==> config.mk <==
export PLATFORM = sky130hd
export DESIGN_NAME = cz80_alu16_seq
export DESIGN_NICKNAME = d
export VERILOG_FILES = /design/src/rtl/cz80_alu16_seq.sv
export SDC_FILE = /design/constraint.sdc
export NUM_CORES = 1
export LEC_CHECK = 0
export ABC_AREA = 1
export BUFFER_PORTS_ARGS = -buffer_cell sky130_fd_sc_hd__buf_2
export CORE_ASPECT_RATIO = 2
export CORE_MARGIN = 1
export CORE_UTILIZATION = 35
export CTS_CLUSTER_DIAMETER = 100
export DETAILED_ROUTE_END_ITERATION = 16
export PLACE_DENSITY = 0.57
export SLEW_MARGIN = 0
export SYNTH_ARGS = -nofsm -noshare
export SYNTH_HDL_FRONTEND = slang
export SYNTH_SLANG_ARGS = --single-unit
export TNS_END_PERCENT = 20
==> constraint.sdc <==
create_clock -name clk -period 2.9 [get_ports clk]
set_input_delay 0.145 -clock clk [delete_from_list [all_inputs] [get_ports clk]]
set_output_delay 0.145 -clock clk [all_outputs]
set_load 0.02 [all_outputs]
==> src/rtl/cz80_alu16_seq.sv <==
// cz80_alu16_seq: two-pass 16-bit ADD/ADC/SBC sequencer over the 8-bit cz80_alu; CZ80_ALU16_SEQ_CP16_EN enables CP16.
module cz80_alu16_seq (
  input  logic        clk,
  input  logic        reset,
  input  logic        req_valid,
  output logic        req_ready,
  input  logic [1:0]  req_op,
  input  logic [15:0] req_a,
  input  logic [15:0] req_b,
  input  logic [7:0]  req_f,
  output logic [3:0]  alu_op,
  output logic [7:0]  alu_busa,
  output logic [7:0]  alu_busb,
  output logic [7:0]  alu_f_in,
  output logic        alu_arith16,
  output logic        alu_z16,
  output logic        alu_cpi,
  output logic [5:0]  alu_ir,
  output logic [1:0]  alu_iset,
  input  logic [7:0]  alu_q,
  input  logic [7:0]  alu_f_out,
  output logic        res_valid,
  input  logic        res_ready,
  output logic [15:0] res_q,
  output logic [7:0]  res_f
);
  typedef enum logic [1:0] {IDLE, LO, HI, DONE} state_t;
  state_t state, state_nx;
  logic [15:0] a, b;
  logic [1:0] op;
  logic [7:0] f, lo_f;
  logic cp, pass, drive, hi;
  assign cp = op == 2'b11;
`ifdef CZ80_ALU16_SEQ_CP16_EN
  assign pass = 1'b1;
`else
  assign pass = !cp;
`endif
  always_ff @(posedge clk)
    state <= reset ? IDLE : state_nx;
  always_comb
    state_nx = state == IDLE ? (req_valid ? LO : IDLE) :
               state == LO   ? HI :
               state == HI   ? DONE :
               (res_ready ? IDLE : DONE);
  // Low pass of ADC16/SBC16 must consume incoming C, so bit 0 is set there too
  always_comb begin
    hi          = state == HI;
    drive       = pass && (state == LO || hi);
    alu_op      = drive ? {2'b00, op[1], hi | (op[0] ^ op[1])} : 4'd0;
    alu_busa    = drive ? (hi ? a[15:8] : a[7:0]) : 8'd0;
    alu_busb    = drive ? (hi ? b[15:8] : b[7:0]) : 8'd0;
    alu_f_in    = drive ? (hi ? lo_f : f) : 8'd0;
    alu_arith16 = drive && op == 2'b00;
    alu_z16     = drive && hi && op != 2'b00;
    alu_cpi     = 1'b0;
    alu_ir      = 6'd0;
    alu_iset    = 2'd0;
    req_ready   = state == IDLE;
    res_valid   = state == DONE;
  end
  always_ff @(posedge clk) begin
    if (reset) begin
      a     <= 16'd0;
      b     <= 16'd0;
      op    <= 2'd0;
      f     <= 8'd0;
      lo_f  <= 8'd0;
      res_q <= 16'd0;
      res_f <= 8'd0;
    end else if (state == IDLE && req_valid) begin
      a  <= req_a;
      b  <= req_b;
      op <= req_op;
      f  <= req_f;
    end else if (state == LO) begin
      res_q[7:0] <= (pass && !cp) ? alu_q : a[7:0];
      lo_f       <= alu_f_out;
    end else if (state == HI) begin
      res_q[15:8] <= (pass && !cp) ? alu_q : a[15:8];
      res_f       <= pass ? alu_f_out : f;
    end
  end
endmodule

==> qor.yml, run 1 <==
crit_arrival_ps: 2060
synth.most_common_cell: "nand2_1"
synthCells: 540
critPathSlowestCell: "ha_2"
antenna_found_initial: 0
final_area_um2: 4790
num_rows: 55
grt_pass1_wl_mm: 17.8
required_ps: 2760
hp-class: "in -> reg"
ys_seq_elements: 76
wl_per_cell_um: 14.4
layout-drive-gt1-share: 0.375
grt_max_degree: 57
syn_area_um2: 4130
setup_viol: 0
finalCriticalPeriod_ps: 2210
die_area_um2: 12300
fmax_mhz: 453
vias: 3671
cts.repair.resized: 0
rsz0062_at_grt: "no"
grt_overflow: 0
core_um2: 11400
worst-path-max-fanout: 28
finalCritPeriodShare: 0.760
yosys.area.top_type: "dfxtp_1"
power_density_nw_per_um2: 590
end_kind: "output pin"
place_congestion: 0.834
critical-path-max-stage-delay_ps: 560
insertion_delay_ps: 330
cts_tree: "done"
ant_nets: 0
numCtsBuffers: 9
peakVddDrop_v: 0.000318
status: "completed"
clockRootBuffer: "clkbuf_16"
place_area_um2: 4510
clock-skew-final_ps: 6.16
ys_warn_count: 0
cp_top_family: "buffers and inverters"
initial_core_util: 0.362
slew_viol_final: 0
cp-start-kind: "flip-flop"
synth-edff-count: 0
cts.clk_slew.worst_paths_ps: 60
grtUsageTotal: 0.189
timing.critical_path.buf_inv: 3
die_h_um: 156
wirelength_mm: 11.2
drt_drc_violations_left: 0
synth_commonest_cells: "115 x nand2_1, 76 x dfxtp_1, 70 x nor2_1"
htree_levels: 3
synth_top_cell_area_share: 0.368
async_flop_share: 0
tightest_slew_ps: 760
port_buffers: 115
die_x_um: 78.8
cts_setup_buffers: 0
antenna-diode-count: 0
dr.pass1.iters: 4
vias_per_cell: 4.71
final_nets: 702
ys_seq_area_frac: 0.368
crit_type: "reg -> out"
area_delta_synth_final_pct: 15.8
grt_pass1_vias: 3517
drtIter0Drc: 215
max-cap-violations: 0
slew_headroom: 0.493
avgSynthCellArea_um2: 7.65
fin_tns_setup_ps: 0
synthTopCellsByArea: "dfxtp_1 37%, a21oi_2 12%, nand2_1 10%, nand3_1 8.0%, nor2_1 6.4%"
p_leak_nw: 2.16
finalHoldViolations: 0
synth_cell_type_count: 22
synth_flop_cell: "dfxtp_1"
cp_cell_sequence: "inv_1 -> ha_2 -> buf_4 -> nand2_1 -> a21oi_1 -> buf_2"
cts.sinks: 76
dpl.hpwl_mm: 8.29
max-clock-path-buffers: 2
fillers: 1266
cts_hold_buf: 0
ios: 127
## per-layer routing
metal	vias up	share of wire	track usage
met5	-	0	0
met4	0	0.028	0.0892
met3	23	0.043	0.0292
met2	116	0.51	0.331
met1	1660	0.41	0.221
li1	1872	-	-
## metrics by stage
stage	util	instances	hold WS [ps]	total power, mW	worst slack [ps]
after floorplan	-	550	280	1.71	1480
after global placement	0.395	764	408	1.80	1070
after detailed placement	0.395	764	412	1.81	1030
after CTS	0.419	779	56.4	2.85	672
after global routing	0.419	779	58.2	2.97	577
final	0.419	779	61.2	2.83	695
## cell usage in the layout, fill, tap and decap left out, types with 3 or more instances in the layout
| master | n |
|---|---|
| ha_1 | 5 |
| buf_2 | 114 |
| nand2_1 | 115 |
| nand3_1 | 66 |
| dfxtp_1 | 76 |
| a21oi_2 | 57 |
| conb_1 | 11 |
| a21oi_1 | 10 |
| nand2_2 | 41 |
| inv_1 | 32 |
| buf_4 | 8 |
| o21ai_0 | 8 |
| nor2_1 | 70 |
| clkbuf_1 | 3 |
| clkbuf_16 | 9 |
## sequential cells by signal, summed over array words and instances (netlist names)
signal  cells
b          16
res_q      16
state       2
op          2
lo_f        8
res_f       8
f           8
a          16
## cell families after synthesis
family / share of synthesized area
DFF: 0.368
AOI/OAI and AO/OA: 0.144
other: 0.000907
and+or+nand+nor: 0.319
buffers and inverters: 0.147
adders and majority gates: 0.0212
## power breakdown
part / internal, mW / switching [mW]
Clock: 0.623 / 0.418
Combinational: 0.197 / 0.396
Sequential: 1.13 / 0.0612
Total: 1.95 / 0.875
## worst paths after layout
path | startpoint | slack (ps) | end | cells past startpoint
max | state[0] | 690 | alu_f_in[7] | 6
min | alu_f_out[6] | 60 | lo_f[6] | 3
min reg2reg | b[7] | 460 | b[7] | 2
max reg2reg | state[0] | 1060 | res_f[2] | 7
## worst register-to-register path, delay by kind of cell (launching register included)
family        cells  cell delay (ps)
fa+ha+maj         1              560
flops             1              330
buf+inv           4              660
simple gates      2              190
## area by class of cell
class	count	area, um2	share of cell area
Multi-Input combinational cell	389	2050	0.427
Sequential cell	76	1520	0.318
Timing Repair Buffer	122	631	0.132
Clock buffer	14	264	0.0552
Tap cell	142	178	0.0371
Inverter	35	139	0.0290
Clock inverter	1	7.51	0.00157
Power figures use the tool's default switching activity.
==> run 2, diff against run 1 <==
==> constraint.sdc (replaced) <==
create_clock -name clk -period 2.1 [get_ports clk]
set_input_delay 0.105 -clock clk [delete_from_list [all_inputs] [get_ports clk]]
set_output_delay 0.105 -clock clk [all_outputs]
set_load 0.02 [all_outputs]
==> qor.yml, run 2 (synthesized netlist as in run 1, its figures left out) <==
status: "completed"
worst-path-max-fanout: 43
area_delta_synth_final_pct: 16.6
num_rows: 55
port_buffers: 115
antenna-diode-count: 0
place_congestion: 0.848
cp-start-kind: "flip-flop"
reg_top3: "a (16), b (16), res_q (16)"
dpl.hpwl_mm: 8.39
cts_hold_buf: 0
grtUsageTotal: 0.192
grt_overflow: 0
tightest_slew_ps: 580
cts.clk_slew.worst_paths_ps: 60
cts_setup_buffers: 0
end_kind: "output pin"
ant_nets: 0
vias: 3685
die_h_um: 156
finalHoldViolations: 0
power.switching_mw: 1.19
crit_type: "reg -> out"
grt_pass1_wl_mm: 17.8
slew_headroom: 0.613
finalCriticalPeriod_ps: 1980
ios: 127
finalCritPeriodShare: 0.941
power_density_nw_per_um2: 806
die_x_um: 78.8
required_ps: 2000
cell_internal_pwr_mw: 2.70
sw_frac_of_total: 0.305
numCtsBuffers: 9
dr.pass1.iters: 4
rsz0062_at_grt: "no"
drtIter0Drc: 180
final_cell_mix: "115 x nand2_1, 114 x buf_2, 76 x dfxtp_1, 70 x nor2_1, 66 x nand3_1"
max-clock-path-buffers: 2
clockRootBuffer: "clkbuf_16"
wl_per_cell_um: 14.6
clock_power_share: 0.362
slew_viol_final: 0
setup_viol: 0
core_um2: 11400
layout-drive-gt1-share: 0.378
clock-skew-final_ps: 5.14
insertion_delay_ps: 330
die_area_um2: 12300
seq_power_share: 0.424
p_comb_frac: 0.215
drt_drc_violations_left: 0
htree_levels: 3
layout_commonest_cell: "nand2_1"
fin_tns_setup_ps: 0
place_area_um2: 4550
crit_arrival_ps: 1870
finish.utilization: 0.422
cts.repair.resized: 0
crit_path_start: "state[0]"
hp-start: "req_b[4]"
hp-class: "in -> reg"
cts_tree: "done"
cts.sinks: 76
grt_pass1_vias: 3522
max-cap-violations: 0
final_area_um2: 4820
peakVddDrop_v: 0.000431
r2r-start: "state[0]"
wirelength_mm: 11.4
p_leak_nw: 2.18
final_nets: 703
vias_per_cell: 4.72
grt_max_degree: 44
fmax_mhz: 506
antenna_found_initial: 0
initial_core_util: 0.362
## run 2: routing by layer
layer  up-vias  track usage  share of wire
met5         -            0              0
met4         0        0.119          0.043
li1       1878            -              -
met3        26       0.0327          0.049
met2       118        0.341           0.52
met1      1663        0.207           0.38
## run 2: final timing paths
path	endpoint	slack (ps)	cells after the start
max	alu_f_in[0]	120	6
min	b[4]	30	3
max reg2reg	f[0]	640	5
min reg2reg	b[0]	460	2
## run 2: worst max-delay path: stages (launching register included)
cell     delay, ps
dfxtp_1        330
inv_1          110
ha_2           350
buf_12         260
nand2_1        120
a21oi_2        170
buf_2          190
## run 2: area by class of cell
cell class	instances	area, um2
timing repair buffer	123	663
clock buffer	13	260
inverter	35	139
fill	1257	6610
tap	142	178
sequential	76	1520
clock inverter	2	10.0
multi-input combinational	389	2050
## run 2: power groups by stage
stage	combinational, mW	clock, mW	sequential [mW]
floorplan	0.656	0	1.70
global route	0.920	1.50	1.66
finish	0.834	1.41	1.65
detailed placement	0.844	0	1.68
global placement	0.836	0	1.67
CTS	0.846	1.45	1.65
## run 2: per-stage QoR
| stage | worst slack, ps | power (mW) | hold WS [ps] | cells |
|---|---|---|---|---|
| finish | 124 | 3.88 | 30.7 | 780 |
| global route | 30.2 | 4.08 | 31.4 | 780 |
| CTS | 95.0 | 3.94 | 21.7 | 780 |
| detailed placement | 468 | 2.52 | 371 | 765 |
| global placement | 496 | 2.51 | 374 | 765 |
| floorplan | 725 | 2.36 | 240 | 550 |
==> run 3, diff against run 2 <==
--- a/config.mk
+++ b/config.mk
@@ -9,10 +9,10 @@
 export BUFFER_PORTS_ARGS = -buffer_cell sky130_fd_sc_hd__buf_2
 export CORE_ASPECT_RATIO = 2
 export CORE_MARGIN = 1
-export CORE_UTILIZATION = 35
+export CORE_UTILIZATION = 52
 export CTS_CLUSTER_DIAMETER = 100
 export DETAILED_ROUTE_END_ITERATION = 16
-export PLACE_DENSITY = 0.57
+export PLACE_DENSITY = 0.8
 export SLEW_MARGIN = 0
 export SYNTH_ARGS = -nofsm -noshare
 export SYNTH_HDL_FRONTEND = slang
==> qor.yml, run 3 (synthesized netlist as in run 1, its figures left out) <==
status: "completed"
fmax_mhz: 509
dr.pass1.iters: 4
power_density_nw_per_um2: 894
grt_pass1_vias: 3530
worst-path-max-fanout: 43
wl_per_cell_um: 13.8
finalCriticalPeriod_ps: 1960
clock-skew-final_ps: 5.72
setup_viol: 0
slew_viol_final: 0
drtIter0Drc: 218
die_x_um: 65.0
drt_drc_violations_left: 0
area_delta_synth_final_pct: 17.7
numCtsBuffers: 9
final_nets: 702
critical-path-max-stage-delay_ps: 340
whs_path_depth: 3
cts.repair.resized: 0
grtUsageTotal: 0.248
reg_top3: "a (16), b (16), res_q (16)"
fin_tns_setup_ps: 0
grt_max_degree: 44
final_cell_mix: "115 x nand2_1, 115 x buf_2, 76 x dfxtp_1, 70 x nor2_1, 66 x nand3_1"
hold_slack_ps: 22.8
max-cap-violations: 0
cp_cell_sequence: "inv_1 -> ha_2 -> buf_12 -> nand2_1 -> a21oi_2 -> buf_2"
dpl.hpwl_mm: 7.17
wirelength_mm: 10.2
reg2regPathDepth: 5
final_area_um2: 4860
num_rows: 45
regArea_um2: 1520
total_power_mw: 4.35
die_h_um: 128
cts.sinks: 76
vias: 3728
cts.clk_slew.worst_paths_ps: 60
initial_core_util: 0.540
finalCritPeriodShare: 0.936
place_area_um2: 4490
cp-start-kind: "flip-flop"
grt_pass1_wl_mm: 15.8
fillers: 703
end_kind: "output pin"
cts_hold_buf: 0
peakVddDrop_v: 0.000690
place_congestion: 0.869
ios: 127
critPathSlowestCell: "ha_2"
antenna_found_initial: 1
required_ps: 2000
layout-drive-gt1-share: 0.381
crit_type: "reg -> out"
grt_overflow: 0
crit_arrival_ps: 1860
hp-class: "in -> reg"
rsz0062_at_grt: "no"
cts_tree: "done"
cts_setup_buffers: 0
clockRootBuffer: "clkbuf_16"
port_buffers: 115
multiInputGateArea_um2: 2050
htree_levels: 3
core_um2: 7660
die_area_um2: 8330
insertion_delay_ps: 340
finalHoldViolations: 0
ant_nets: 0
vias_per_cell: 5.08
max-clock-path-buffers: 2
p_leak_nw: 2.23
[run 3: cell types whose count changed in the layout (fill, tap and decap cells not counted)]
cell,previous run,this run
buf_12,2,3
buf_2,114,115
buf_4,7,4
bufinv_16,0,3
clkbuf_1,2,0
clkbuf_8,2,4
clkinv_2,2,0
diode_2,0,2
[run 3: worst max-delay path, delay by kind of cell, from the launching register on]
kind / cells / cell delay, ps
simple gates: 1 / 90
buf+inv: 3 / 560
flops: 1 / 330
fa+ha+maj: 1 / 340
compound gates: 1 / 180
[run 3: path summary, 6_finish.rpt]
check / startpoint / to / slack, ps
worst max-delay path: state[0] / alu_f_in[0] / 140
worst min-delay path: req_b[10] / b[10] / 20
worst max register to register: state[0] / f[3] / 480
worst min register to register: b[2] / b[2] / 470
[run 3: metrics by stage]
stage / utilization / setup WS, ps / std cells
final: 0.635 / 135 / 734
after global placement: 0.586 / 532 / 716
after detailed placement: 0.586 / 493 / 716
after global routing: 0.635 / 50.8 / 733
after floorplan: - / 725 / 550
after CTS: 0.635 / 131 / 732
[run 3: report_power, final]
| group | internal, mW | switching [mW] |
|---|---|---|
| registers | 1.56 | 0.0828 |
| logic | 0.282 | 0.540 |
| clock network | 1.29 | 0.592 |
| total | 3.13 | 1.22 |
[run 3: layout make-up]
type	count	area share
clock buffers	13	0.0576
diodes	2	0.00103
repair buffers	122	0.137
flip-flops and latches	76	0.313
inverters	35	0.0285
multi-input cells	389	0.421
clock inverters	3	0.0185
well taps	94	0.0242
[run 3: per-layer routing]
layer	wire length, um	track usage	up-vias
met5	0	0	-
met4	474	0.161	0
met3	511	0.0507	36
met2	5140	0.422	140
met1	4030	0.272	1680
li1	-	-	1872
